**config.mk**
```make
export PLATFORM = sky130hd
export DESIGN_NAME = dmem_arbiter
export DESIGN_NICKNAME = d
export VERILOG_FILES = /design/src/rtl/mem_pkg.sv /design/src/rtl/rr_pick.sv /design/src/rtl/dmem_arbiter.sv
export SDC_FILE = /design/constraint.sdc
export NUM_CORES = 1
export LEC_CHECK = 0
export ABC_AREA = 0
export CORE_MARGIN = 1
export CORE_UTILIZATION = 34
export DETAILED_ROUTE_END_ITERATION = 8
export GPL_ROUTABILITY_DRIVEN = 0
export HOLD_SLACK_MARGIN = 0.06
export MAX_ROUTING_LAYER = met4
export PLACE_DENSITY = 0.88
export SLEW_MARGIN = 10
export SYNTH_ARGS = -nofsm -noshare
export SYNTH_HDL_FRONTEND = slang
export SYNTH_HIERARCHICAL = 1
export SYNTH_SLANG_ARGS = --single-unit
```
**constraint.sdc**
```tcl
create_clock -name clock -period 3.6 [get_ports clock]
set_clock_uncertainty 0.15 [all_clocks]
set_input_delay 0.72 -clock clock [delete_from_list [all_inputs] [get_ports clock]]
set_output_delay 0.72 -clock clock [all_outputs]
set_load 0.01 [all_outputs]
```
**src/rtl/mem_pkg.sv**
```systemverilog
// Shared types and sizes for the data-memory port and its requesters.
package mem_pkg;

  localparam int DMEM_AW = 12;
  localparam int DMEM_DW = 32;

  typedef struct packed {
    logic               we;
    logic [DMEM_AW-1:0] addr;
    logic [DMEM_DW-1:0] wd;
  } dmem_req_t;

  typedef enum logic {
    IDLE = 1'b0,
    HOLD = 1'b1
  } busy_t;

  // Index width that stays at least one bit for a single-entry range.
  function automatic int idx_w(input int n);
    return (n > 1) ? $clog2(n) : 1;
  endfunction

endpackage

```
**src/rtl/rr_pick.sv**
```systemverilog
// Round-robin first-set search: returns the first set req bit found scanning
// start, start+1, ... modulo NREQ.
module rr_pick
  import mem_pkg::*;
#(
  parameter int NREQ = 2,
  parameter int IW   = idx_w(NREQ)
) (
  input  logic [NREQ-1:0] req,
  input  logic [IW-1:0]   start,
  output logic            valid,
  output logic [IW-1:0]   idx
);

  logic [2*NREQ-1:0] dbl;
  logic [NREQ-1:0]   rot;
  int                pos;

  assign dbl = {req, req};
  assign rot = NREQ'(dbl >> start);

  // Descending scan so the smallest offset from start wins.
  always_comb begin
    valid = 1'b0;
    idx   = '0;
    pos   = 0;
    for (int k = NREQ - 1; k >= 0; k--) begin
      if (rot[k]) begin
        pos = int'(start) + k;
        if (pos >= NREQ) pos = pos - NREQ;
        valid = 1'b1;
        idx   = IW'(pos);
      end
    end
  end

endmodule

```
**src/rtl/dmem_arbiter.sv**
```systemverilog
// Round-robin arbiter with bounded bursts sharing one single-port dmem.
// state | meaning
// IDLE  | no grant last cycle; winner comes from the rotation scan
// HOLD  | owner was granted last cycle and may keep the port up to BURST_MAX
module dmem_arbiter
  import mem_pkg::*;
#(
  parameter int NREQ      = 2,
  parameter int AW        = DMEM_AW,
  parameter int DW        = DMEM_DW,
  parameter int BURST_MAX = 4
) (
  input  logic              clock,
  input  logic              reset,
  input  logic [NREQ-1:0]   req,
  input  logic [NREQ-1:0]   we_in,
  input  logic [NREQ*AW-1:0] addr_in,
  input  logic [NREQ*DW-1:0] wd_in,
  output logic [NREQ-1:0]   gnt,
  output logic [NREQ-1:0]   rvalid,
  output logic [DW-1:0]     rdata,
  output logic              mem_we,
  output logic [AW-1:0]     mem_addr,
  output logic [DW-1:0]     mem_wd,
  input  logic [DW-1:0]     mem_rd
);

  localparam int IW = idx_w(NREQ);
  localparam int CW = $clog2(BURST_MAX + 1);

  busy_t           busy_q, busy_d;
  logic [IW-1:0]   owner_q, owner_d;
  logic [CW-1:0]   cnt_q, cnt_d;
  logic [IW-1:0]   start, pick_idx, win;
  logic            pick_valid, hold_win, win_valid, rd_hit;
  logic [NREQ-1:0] others;

  // Scan starts just past the owner, so the owner itself is considered last.
  assign start  = (owner_q == IW'(NREQ - 1)) ? '0 : owner_q + IW'(1);
  assign others = req & ~(NREQ'(1) << owner_q);

  rr_pick #(.NREQ(NREQ), .IW(IW)) u_pick (
    .req   (req),
    .start (start),
    .valid (pick_valid),
    .idx   (pick_idx)
  );

  always_comb begin
    busy_d    = busy_q;
    owner_d   = owner_q;
    cnt_d     = cnt_q;
    hold_win  = (busy_q == HOLD) && req[owner_q] &&
                ((cnt_q < CW'(BURST_MAX)) || (others == '0));
    win_valid = !reset && (hold_win || pick_valid);
    win       = hold_win ? owner_q : pick_idx;
    if (!win_valid) begin
      busy_d = IDLE;
      cnt_d  = '0;
    end else if ((busy_q == HOLD) && (win == owner_q)) begin
      if (cnt_q != CW'(BURST_MAX)) cnt_d = cnt_q + CW'(1);
    end else begin
      owner_d = win;
      cnt_d   = CW'(1);
      busy_d  = HOLD;
    end
  end

  always_comb begin
    gnt      = '0;
    mem_we   = 1'b0;
    mem_addr = '0;
    mem_wd   = '0;
    rd_hit   = 1'b0;
    if (win_valid) begin
      gnt[win] = 1'b1;
      mem_we   = we_in[win];
      mem_addr = addr_in[int'(win)*AW +: AW];
      mem_wd   = wd_in[int'(win)*DW +: DW];
      rd_hit   = !we_in[win];
    end
  end

  always_ff @(posedge clock or posedge reset) begin
    if (reset) begin
      busy_q  <= IDLE;
      owner_q <= IW'(NREQ - 1);
      cnt_q   <= '0;
      rvalid  <= '0;
      rdata   <= '0;
    end else begin
      busy_q  <= busy_d;
      owner_q <= owner_d;
      cnt_q   <= cnt_d;
      rvalid  <= rd_hit ? gnt : '0;
      if (rd_hit) rdata <= mem_rd;
    end
  end

endmodule
```
==> results.sh <==
export IMPL_status="finished with violations"
export IMPL_violations="DRC"
export IMPL_r2r_start="owner_q"
export IMPL_synth_mux_area_share_pct=16.89
export IMPL_placed_area_mm2=0.004562
export IMPL_whs_ns=0.3412
export IMPL_path_max_fanout=24
export IMPL_yosys_area_share_adder_pct=1.096
export IMPL_via_count=2746
export IMPL_clkLatencyLatePin_ns=0.29
export IMPL_antennaDiodeCount=0
export IMPL_drt_wl_total_um=8350
export IMPL_seq_area_frac_synth_pct=42.82
export IMPL_io_pins=207
export IMPL_synth_xor_area_share_pct=0.3838
export IMPL_cp_required_ns=2.73
export IMPL_synth_fp_nets=392
export IMPL_core_mm2=0.006422
export IMPL_dp_worst_setup_slack_ns=-0.1813
export IMPL_critPathArrivalTime_ns=2.66
export IMPL_synth_edf_count=0
export IMPL_rsz0062_at_grt="true"
export IMPL_end_kind="output pin"
export IMPL_criticalPathCategory="input pin to output pin"
export IMPL_synth_top_family_by_area="simple AND/OR/NAND/NOR gates"
export IMPL_start_util_pct=35.53
export IMPL_portBuffers=206
export IMPL_cts_root_buf="clkbuf_8"
export IMPL_vdd_drop_max_v=0.0002675
export IMPL_syn2layout_area_growth_pct=103.1
export IMPL_final_util_pct=72.18
export IMPL_fin_ws_ns=0.06787
export IMPL_wl_per_cell_um=14.94
export IMPL_worst_pin_slew_ns=0.8976
export IMPL_powerDensity_mw_per_mm2=464.6
export IMPL_die_w_um=83.93
export IMPL_synth_warning_count=6
export IMPL_finalCriticalPeriod_ns=3.532
export IMPL_ys_types=33
export IMPL_drc_errors=18
export IMPL_grt_antenna_before_repair=0
export IMPL_drt_iter0_drc=84
export IMPL_reg2reg_depth=11
export IMPL_critPathLaunch="req[0]"
export IMPL_crit_end="mem_wd[21]"
export IMPL_cap_violations=0
export IMPL_synth_ff_type="dfrtp_1"
export IMPL_htree_levels=2
export IMPL_num_rows=29
export IMPL_grtUsageTotal_pct=24.38
export IMPL_cp_cell_sequence="clkdlybuf4s50_1, a21boi_2, buf_4, a21o_1, buf_4, o21ai_4, buf_4, buf_12, nand2_1, a21oi_1, dlygate4sd2_1"
export IMPL_viasPerCell=4.912
export IMPL_slew_viol_final=0
export IMPL_netlist_instances=264
export IMPL_cts_buffers=5
export IMPL_relSlewSlack_pct=40.09
export IMPL_final_area_mm2=0.004636
export IMPL_grt_pass1_wl_um=13360
export IMPL_final_nets=609
export IMPL_first_pass_iters=6
export IMPL_finalSetupViolCount=0
export IMPL_die_h_um=83.93
export IMPL_r2r_setup_slack_ns=0.90
export IMPL_synth_seq_cells=39
export IMPL_grt_max_degree=33
export IMPL_first_global_vias=2847
export IMPL_cts_sinks=39
export IMPL_final_antenna_net_count=0
export IMPL_die_area_mm2=0.007044
export IMPL_synth_compound_area_share_pct=15.08
export IMPL_async_flop_share_pct=100.0
export IMPL_clk_path_buf_depth=2
export IMPL_drive_gt1_share_pct=15.98
export IMPL_tritoncts="yes"
export IMPL_synthesis_area_mm2=0.002282
export IMPL_worst_path_most_repeated_cell="buf_4"
export IMPL_fmax_ghz=0.2831
export IMPL_finalCritPeriodShare_pct=98.11
export IMPL_synth_avg_cell_area_um2=8.645
export IMPL_start_kind="input pin"
export IMPL_hold_path_class="register to register"
export IMPL_slowest_stage="clkdlybuf4s50_1"
export IMPL_postCtsHoldBufs=0
export IMPL_synth_simple_area_share_pct=18.09
export IMPL_dp_hpwl_um=6423
export IMPL_leakage_nw=2.095
export IMPL_gr_total_overflow=0
export IMPL_max_stage_delay_ns=0.55
export IMPL_reg2reg_to="rdata[1]"
export IMPL_path_clk_slew_ns=0.08
export IMPL_hold_viol=0
-- power breakdown --
part           internal, mW  switching [mW]
combinational         0.663           0.461
sequential            0.585          0.0796
clock                 0.206           0.159
-- cell type report --
cell class,count,area (um2)
Fill cell,491,1787
Timing Repair Buffer,228,2213
Clock inverter,3,43.79
Clock buffer,5,68.82
Sequential cell,39,977.2
Multi-Input combinational cell,200,1210
Inverter,7,26.28
Tap cell,77,96.34
-- cell usage after synthesis (2+ instances only) --
master / n / area share (%)
buf_6: 3 / 1.5
ha_1: 2 / 1.1
nor3_1: 2 / 0.44
a21boi_1: 3 / 0.99
a21oi_4: 2 / 1.4
inv_1: 6 / 0.99
nor2b_1: 2 / 0.55
a21oi_1: 46 / 10
nand2_1: 90 / 15
clkbuf_1: 5 / 0.82
dfrtp_1: 38 / 42
buf_2: 10 / 2.2
nor2_1: 5 / 0.82
mux2_2: 22 / 11
mux2_1: 10 / 4.9
-- worst min path at each step --
stage	startpoint	endpoint	slack [ns]	cells after the start
after floorplan	busy_q	cnt_q[0]	0.34	1
after global placement	rdata[15]	rdata[15]	0.32	1
after detailed placement	rdata[9]	rdata[9]	0.33	1
after CTS	rdata[9]	rdata[9]	0.35	1
after global routing	rdata[0]	rdata[0]	0.36	1
final	rdata[9]	rdata[9]	0.34	1
-- per-layer routing --
metal	GRT usage (%)	vias to the layer above	wire length (um)
li1	-	1311	-
met1	26.82	1291	3208
met2	44.04	119	4488
met3	3.858	25	449
met4	9.404	0	205
met5	-	-	0
-- sequential cells by signal, summed over array words and instances, names as in the netlist --
register / cells
rvalid: 2
cnt_q: 3
rdata: 32
owner_q: 1
busy_q: 1
-- timing repair --
action,in CTS,in global routing
endpoints found under the setup margin,46,3
resized for setup,51,37
pin swaps,1,2
buffers inserted,0,1
gates cloned,1,0
-- metrics by stage --
stage | setup TNS [ns] | power [mW] | std cells
CTS | -0.1166 | 2.170 | 558
detailed placement | -5.486 | 1.825 | 549
global route | -0.01684 | 2.284 | 559
global placement | -2.545 | 1.785 | 549
finish | 0 | 2.154 | 559
floorplan | 0 | 1.132 | 264
-- cells by family (layout without fill, tap and decap cells) --
kind of cell / count (synthesis) / in the layout
buffers and inverters: 25 / 243
AO/OA/AOI/OAI: 59 / 59
XOR/XNOR: 1 / 1
multiplexers: 34 / 34
AND/OR/NAND/NOR: 104 / 104
adder cells (fa/ha/maj): 2 / 2
flip-flops: 39 / 39
-- cell usage in the layout (no fill, tap or decap), types with 2 or more instances in the layout --
master / instances
mux2_1: 10
mux2_2: 22
dlygate4sd2_1: 26
nor3_1: 2
clkdlybuf4s50_1: 159
a21boi_2: 2
dfrtp_1: 38
nand2_1: 90
nor2b_1: 2
clkbuf_8: 5
buf_12: 5
buf_4: 15
clkdlybuf4s15_1: 6
ha_1: 2
inv_1: 6
nor2_1: 5
a21oi_4: 2
a21oi_1: 46
clkbuf_2: 14
-- worst max-delay path: cells and delay by family --
family | cells | cell delay (ns)
simple gates | 1 | 0.07
compound gates | 4 | 0.42
buf+inv | 6 | 1.43
Power figures use the tool's default switching activity.
